==> config.mk <==
export PLATFORM = sky130hd
export DESIGN_NAME = inst_ram_loader
export DESIGN_NICKNAME = d
export VERILOG_FILES = /design/src/rtl/inst_ram_loader.sv
export SDC_FILE = /design/constraint.sdc
export NUM_CORES = 1
export LEC_CHECK = 0
export ABC_AREA = 1
export CAP_MARGIN = 15
export CORE_ASPECT_RATIO = 0.9
export CORE_MARGIN = 2
export CORE_UTILIZATION = 57
export DETAILED_ROUTE_END_ITERATION = 10
export GPL_ROUTABILITY_DRIVEN = 0
export PLACE_DENSITY = 0.86
export SYNTH_ARGS = -nofsm -noshare
export SYNTH_HDL_FRONTEND = slang
export SYNTH_SLANG_ARGS = --single-unit
==> constraint.sdc <==
create_clock -name clk -period 5.05 [get_ports clk]
set_clock_uncertainty 0.1 [all_clocks]
set_input_delay 0.505 -clock clk [delete_from_list [all_inputs] [get_ports clk]]
set_output_delay 0.505 -clock clk [all_outputs]
set_load 0.02 [all_outputs]
==> src/rtl/inst_ram_loader.sv <==
// rtl/inst_ram_loader.sv - stream-to-byte-RAM instruction loader
// Unpacks 32-bit stream words into four little-endian byte writes and holds the core while loading.
module inst_ram_loader #(
    parameter int INST_DEPTH     = 1024,
    parameter int INST_MEM_WIDTH = 8,
    parameter int INST_WIDTH     = 32,
    parameter int AW             = $clog2(INST_DEPTH),
    parameter int CW             = $clog2(INST_DEPTH / 4) + 1
) (
    input  logic                      clk,
    input  logic                      rst,
    input  logic                      start,
    input  logic [AW-1:0]             base_addr,
    input  logic [CW-1:0]             word_count,
    input  logic                      s_valid,
    input  logic [INST_WIDTH-1:0]     s_data,
    output logic                      s_ready,
    output logic [AW-1:0]             mem_addr,
    output logic [INST_MEM_WIDTH-1:0] mem_din,
    output logic                      mem_en,
    output logic                      mem_we,
    output logic                      busy,
    output logic                      core_hold,
    output logic                      done,
    output logic                      err
);

    localparam int EW = AW + CW + 2;

    typedef enum logic [1:0] {
        IDLE      = 2'd0,
        WAIT_WORD = 2'd1,
        WRITE     = 2'd2,
        FINISH    = 2'd3
    } state_t;

    state_t                state;
    logic [AW-1:0]         cur_addr;
    logic [CW-1:0]         remaining;
    logic [INST_WIDTH-1:0] word;
    logic [1:0]            byte_idx;
    logic [1:0]            nxt_idx;
    logic [EW-1:0]         range_end;
    logic                  bad_req;

    // Wide enough that the end-of-range sum can never wrap.
    assign range_end = EW'(base_addr) + (EW'(word_count) << 2);
    assign bad_req   = (base_addr[1:0] != 2'b00) || (range_end > EW'(INST_DEPTH));
    assign nxt_idx   = byte_idx + 2'd1;

    always_ff @(posedge clk or posedge rst) begin
        if (rst) begin
            state     <= IDLE;
            cur_addr  <= '0;
            remaining <= '0;
            word      <= '0;
            byte_idx  <= '0;
            s_ready   <= 1'b0;
            mem_addr  <= '0;
            mem_din   <= '0;
            mem_en    <= 1'b0;
            mem_we    <= 1'b0;
            busy      <= 1'b0;
            core_hold <= 1'b0;
            done      <= 1'b0;
            err       <= 1'b0;
        end else begin
            case (state)
                IDLE: begin
                    if (start) begin
                        if (bad_req) begin
                            err <= 1'b1;
                        end else if (word_count == '0) begin
                            state     <= FINISH;
                            busy      <= 1'b1;
                            core_hold <= 1'b1;
                            done      <= 1'b1;
                        end else begin
                            cur_addr  <= base_addr;
                            remaining <= word_count;
                            err       <= 1'b0;
                            state     <= WAIT_WORD;
                            busy      <= 1'b1;
                            core_hold <= 1'b1;
                            s_ready   <= 1'b1;
                        end
                    end
                end
                WAIT_WORD: begin
                    if (s_valid && s_ready) begin
                        word     <= s_data;
                        byte_idx <= 2'd0;
                        state    <= WRITE;
                        s_ready  <= 1'b0;
                        mem_en   <= 1'b1;
                        mem_we   <= 1'b1;
                        mem_addr <= cur_addr;
                        mem_din  <= s_data[INST_MEM_WIDTH-1:0];
                    end
                end
                WRITE: begin
                    cur_addr <= cur_addr + AW'(1);
                    byte_idx <= nxt_idx;
                    if (byte_idx == 2'd3) begin
                        remaining <= remaining - CW'(1);
                        mem_en    <= 1'b0;
                        mem_we    <= 1'b0;
                        if (remaining == CW'(1)) begin
                            state <= FINISH;
                            done  <= 1'b1;
                        end else begin
                            state   <= WAIT_WORD;
                            s_ready <= 1'b1;
                        end
                    end else begin
                        // Outputs are registered, so present the next byte one edge ahead.
                        mem_addr <= cur_addr + AW'(1);
                        mem_din  <= word[{nxt_idx, 3'b000} +: INST_MEM_WIDTH];
                    end
                end
                FINISH: begin
                    state     <= IDLE;
                    done      <= 1'b0;
                    busy      <= 1'b0;
                    core_hold <= 1'b0;
                end
                default: state <= IDLE;
            endcase
        end
    end

endmodule

# ---- Word level (Yosys, flattened, before mapping)
# Cells that the tools add are included.
dict set report op_classes {
  n_mux 45
  eq_ne 15
  n_shift 1
  magnitude_cmp 1
  add_sub_neg 4
  n_reduce_logical 21
}
# operator n
set ops {}
lappend ops {{$mux W10} 5}
lappend ops {{$pmux W10 S2} 2}
lappend ops {{$mux W9} 4}
lappend ops {{$shiftx A32 B6 Y8} 1}
lappend ops {{$ne A2 B2 Y1 const B} 10}
lappend ops {{$pmux W9 S2} 1}
lappend ops {{$mux W1} 17}
lappend ops {{$mux W8} 2}
lappend ops {{$pmux W8 S2} 1}
lappend ops {{$mux W2} 7}
lappend ops {{$add A10 B11 Y12} 1}
lappend ops {{$gt A12 B11 Y1 const B} 1}
lappend ops {{$reduce_and A3 Y1} 4}
lappend ops {{$add A10 B1 Y10 const B} 1}
lappend ops {{$eq A9 B1 Y1 const B} 1}
lappend ops {{$logic_not A9 Y1} 1}
lappend ops {{$sub A9 B1 Y9 const B} 1}
lappend ops {{$pmux W2 S4} 1}
lappend ops {{$reduce_and A4 Y1} 2}
lappend ops {{$reduce_bool A2 Y1} 4}
lappend ops {{$reduce_and A7 Y1} 1}
lappend ops {{$eq A2 B2 Y1 const B} 3}
lappend ops {{$pmux W1 S3} 2}
lappend ops {{$reduce_and A6 Y1} 1}
lappend ops {{other kinds (10)} 13}
dict set report word_totals {
  out_inout_bits 25
  regBits 78
  in_bits 55
}

# ---- Longest topological paths before layout
dict set report logic_depth {
  depth_word 6
  mapped_depth 19
  depth_no_buf 18
}

# ---- Least setup slack after synthesis
# Ideal clock, no wire load.
dict set report synth_timing {
  path_kind {input-to-reg}
  startpoint {input port base_addr[2]}
  endpoint {register cur_addr[0]}
  arrival_ns 2.196
  path_buffers 1
  required_ns 4.824
  setup_time_ns 0.126
  stages 18
  path_slack_ns 2.628
  path_cell_list {ha_1 > inv_1 > fa_1 > inv_1 > nand3_1 > nand2_1 > nand2_1 > nand2_1 > nand3_1 > nor2_1 > nand3_1 > nand2_2 > nand3_4 > nand2_8 > nand2_4 > buf_8 > nand2_2 > o21ai_2}
}
dict set report synth_via {
  elab_chain_len 5
}
# item line
set synth_rtl {}
lappend synth_rtl {{start: declaration} 13} ;# input logic [AW-1:0] base_addr,
lappend synth_rtl {{$add A10 B11 Y12} 47} ;# assign range_end = EW'(base_addr) + (EW'(word_count) << 2);
lappend synth_rtl {{$gt A12 B11 Y1} 48} ;# assign bad_req = (base_addr[1:0] != 2'b00) || (range_end > EW'(INST_DEPTH));
lappend synth_rtl {{$logic_or A1 B1 Y1} 48}
lappend synth_rtl {{$ne A2 B2 Y1 (no source line)} n/a}
lappend synth_rtl {{$reduce_and A4 Y1 (no source line)} n/a}
lappend synth_rtl {{end signal: assignment} 79} ;# cur_addr <= base_addr;
lappend synth_rtl {{end signal: assignment} 102} ;# cur_addr <= cur_addr + AW'(1);
lappend synth_rtl {{end: declaration} 38} ;# logic [AW-1:0] cur_addr;
# Every way passes these cells.
# A chain may end at the register's enable or synchronous reset.

# ---- Worst setup path after layout
dict set report layout_timing {
  startpoint {input port word_count[0]}
  endpoint {register remaining[8]}
}
dict set report layout_via {
  elab_chain_len 5
  word_cells_on_any_way 7
  classes_between {add/sub (1); order compare (1); eq/ne (2); reduce/logical (3)}
}
# item line
set layout_rtl {}
lappend layout_rtl {{start: declaration} 14} ;# input logic [CW-1:0] word_count,
lappend layout_rtl {{$add A10 B11 Y12} 47}
lappend layout_rtl {{$gt A12 B11 Y1} 48}
lappend layout_rtl {{$logic_or A1 B1 Y1} 48}
lappend layout_rtl {{$ne A2 B2 Y1 (no source line)} n/a}
lappend layout_rtl {{$reduce_and A5 Y1 (no source line) (*)} n/a}
lappend layout_rtl {{end signal: assignment} 80} ;# remaining <= word_count;
lappend layout_rtl {{end signal: assignment} 105} ;# remaining <= remaining - CW'(1);
lappend layout_rtl {{end: declaration} 39} ;# logic [CW-1:0] remaining;
# Every way passes the cells marked *; elsewhere a longest branch is shown, timed or not.

==> key figures <==
Logic synthesis
  • Synth Register Bits: 78
  • Gate Count Post-Synth: 544
  • Synthesized cell area: 0.00444 mm^2
  • Net Count, Synth: 612
  • Post-synth cell types: 38
  • Syn_area_per_cell: 8.16 um^2
  • Register area share after synthesis: 0.440
  • Yosys warning count: 0

Place
  • I/O Buffers: 79
  • Pre-CTS WS: 1.77 ns
  • DP HPWL: 7860 um

Clocking
  • CTS Buffer Depth: 2
  • Clk Tree Root Cell: clkbuf_8
  • # hold bufs at CTS: 0
  • Postcts setup bufs: 0
  • TritonCTS buffer count: 9
  • Number of gates resized after cts: 0
  • CTS tree: done
  • # H-tree levels: 3
  • Clock Latency Late Sink: 0.36 ns
  • Clk sinks: 78
  • Clk slew on worst S/H paths: 0.08 ns

Critical path
  • Critical Path Fanout Max: 17
  • Kind of critical path: in2reg
  • Startpoint class of the critical path: primary input
  • Critical path capture point type: flip-flop
  • Worst r2r dst: mem_addr[1]
  • R2R cell count: 8
  • R2r setup slk: 2.24 ns
  • R2r startpoint: state[1]
  • Worst Path Required: 5.19 ns
  • Arrival @ worst endpoint: 3.08 ns

Route
  • Post-DR vias/cell: 5.63
  • Met3 WL: 634 um
  • Met1 WL: 4790 um
  • Top sig layer: met4
  • TritonRoute pass-1 iters: 5
  • Vias: 4023
  • Routed WL: 11100 um
  • WL/cell: 15.6 um
  • Initial DRC count: 326
  • DRC Markers: 0
  • Routed Antenna Nets: 0
  • Metal2 WL: 5530 um

Power and ir drop
  • Peak supply drop: 0.340 mV
  • LEAKAGE: 2.56 nW
  • Power per cell area: 598 mW/mm^2

Final layout
  • Ant. Diodes: 0
  • Synth-to-Final Area Change: 22.8%
  • Nets: 682
  • Share of cells above drive strength 1: 0.115
  • Most frequent cells in the layout: nand2_1, clkdlybuf4s50_1, dfrtp_1
  • Commonest non-fill, non-tap cell in the layout: nand2_1

STA
  • Slew @ Worst Pin: 1.00 ns
  • Final Max Slew Viols: 0
  • RSZ-0062 raised after global routing: no
  • Hold Violations, Final: 0
  • Setup-failing EPs final: 0
  • Slew Limit Headroom: 0.332
  • Max Freq: 340 MHz
  • Setup Total Neg Slack: 0 ns
  • Tcrit/Tclk final: 0.582
  • Final worst slack: 2.11 ns
  • Crit path time final: 2.94 ns
  • Hold slack: 0.402 ns

Status
  • Status: completed

Global route
  • GRT Resource Usage Total: 0.271
  • First-pass GRT wire length: 18500 um
  • Vias in the first global route: 3928
  • GR Overflow Total: 0
  • Largest net degree at the start of global routing: 48
  • Antenna violations before repair: 0

Floorplanning
  • Die H: 87.7 um
  • Core area: 0.00754 mm^2
  • Die width: 97.0 um
  • Initial Util: 0.588
  • Top-level I/O count: 80
  • Die area: 0.00851 mm^2
  • Site Rows: 30

Min path
  • Worst hold endpoint: s_ready
  • Hold Path Origin: s_ready
  • Hold Crit Class: reg2reg
  • Worst hold stages: 2

Flow run
  • Max-cap violation count: 0
==> critical path, stage by stage <==
cell and delay [ns]:
clkdlybuf4s50_1 0.51, ha_1 0.20, inv_1 0.07, fa_1 0.41, inv_1 0.08, nand3_1 0.08
nand2_1 0.11, nand2_1 0.07, nand2_1 0.09, nand2_1 0.07, nand3_1 0.07, nand2_1 0.07
nand2_2 0.09, nand3_4 0.09, nand2_8 0.14, nand3_2 0.19, nand2_1 0.15, nand2_1 0.06
==> through the flow <==
step,area (um^2),std cells,util,power (mW)
detailed placement,5250,699,0.696,2.75
floorplan,4440,544,-,2.26
finish,5450,715,0.722,3.26
global route,5450,715,0.722,3.50
CTS,5450,715,0.722,3.25
global placement,5250,699,0.696,2.66
==> power by group <==
group / internal [mW] / total, mW / switching, mW
Combinational: 0.654 / 1.60 / 0.942
Clock: 0.243 / 0.480 / 0.237
Sequential: 0.935 / 1.18 / 0.249
==> registers in the layout (all words and copies together) (netlist names) <==
register	count
state	2
done	1
core_hold	1
word	32
remaining	9
s_ready	1
byte_idx	2
cur_addr	10
mem_addr	10
err	1
mem_din	8
mem_we	1
==> per-layer routing <==
metal | GRT usage | vias to the layer above
li1 | - | 1961
met1 | 0.354 | 1901
met3 | 0.0623 | 21
met4 | 0.0666 | 0
met2 | 0.468 | 140
met5 | 0 | -
==> area by class of cell <==
type	count	area, um^2
fillers	580	2090
clock buffers	11	141
clock inverters	5	57.6
repair buffers	82	813
inverters	52	195
multi-input cells	391	2170
well taps	96	120
flip-flops and latches	78	1950
==> Yosys cell counts <==
cell type  instances  area [um^2]
nor2_1            58          218
a21o_1             1         7.51
nand2_2            8         50.1
a21boi_0           2         15.0
inv_1             52          195
nand2_8            1         20.0
a21oi_1           40          200
nand2_1          112          420
buf_1              1         3.75
a21boi_2           1         11.3
mux2_2            25          282
and3_1             2         12.5
o21ai_0           41          205
nor3_2             1         10.0
nand3b_1           4         30.0
nand4_1           15         93.8
buf_4              2         15.0
nand3_4            1         17.5
nor3_1             8         40.0
a31oi_1           15         93.8
ha_1              12          150
dfrtp_1           78         1950
o21ai_2            6         52.6
xnor2_1            1         8.76
o22ai_1            2         12.5
buf_8              1         15.0
buf_2              6         30.0
nand3_2            1         10.0
a21oi_2            2         17.5
or2_2              2         12.5
nand3_1           24          120
nand2_4            1         11.3
clkbuf_1          12         45.0
a31o_2             1         8.76
nor2_2             2         12.5
fa_1               1         20.0
a22oi_1            1         7.51
buf_6              1         11.3
==> logic make-up after synthesis <==
family	after synthesis	synth area share
XOR/XNOR	1	0.00197
AND/OR/NAND/NOR	240	0.243
flip-flops	78	0.440
buffers and inverters	75	0.0710
AO/OA/AOI/OAI	112	0.142
multiplexers	25	0.0634
adder cells (fa/ha/maj)	13	0.0383
==> worst max path at each step <==
stage	from	endpoint	slack [ns]	cells after the start
2_1_floorplan	rst	byte_idx[0]	2.45	1
4_1_cts	word_count[0]	remaining[8]	2.13	18
6_report	word_count[0]	remaining[8]	2.11	18
5_1_grt	word_count[0]	remaining[0]	1.95	18
3_3_place_gp	word_count[0]	remaining[1]	1.92	18
3_5_place_dp	word_count[0]	remaining[8]	1.77	18
Note: power is estimated with default switching activity, not from simulation.
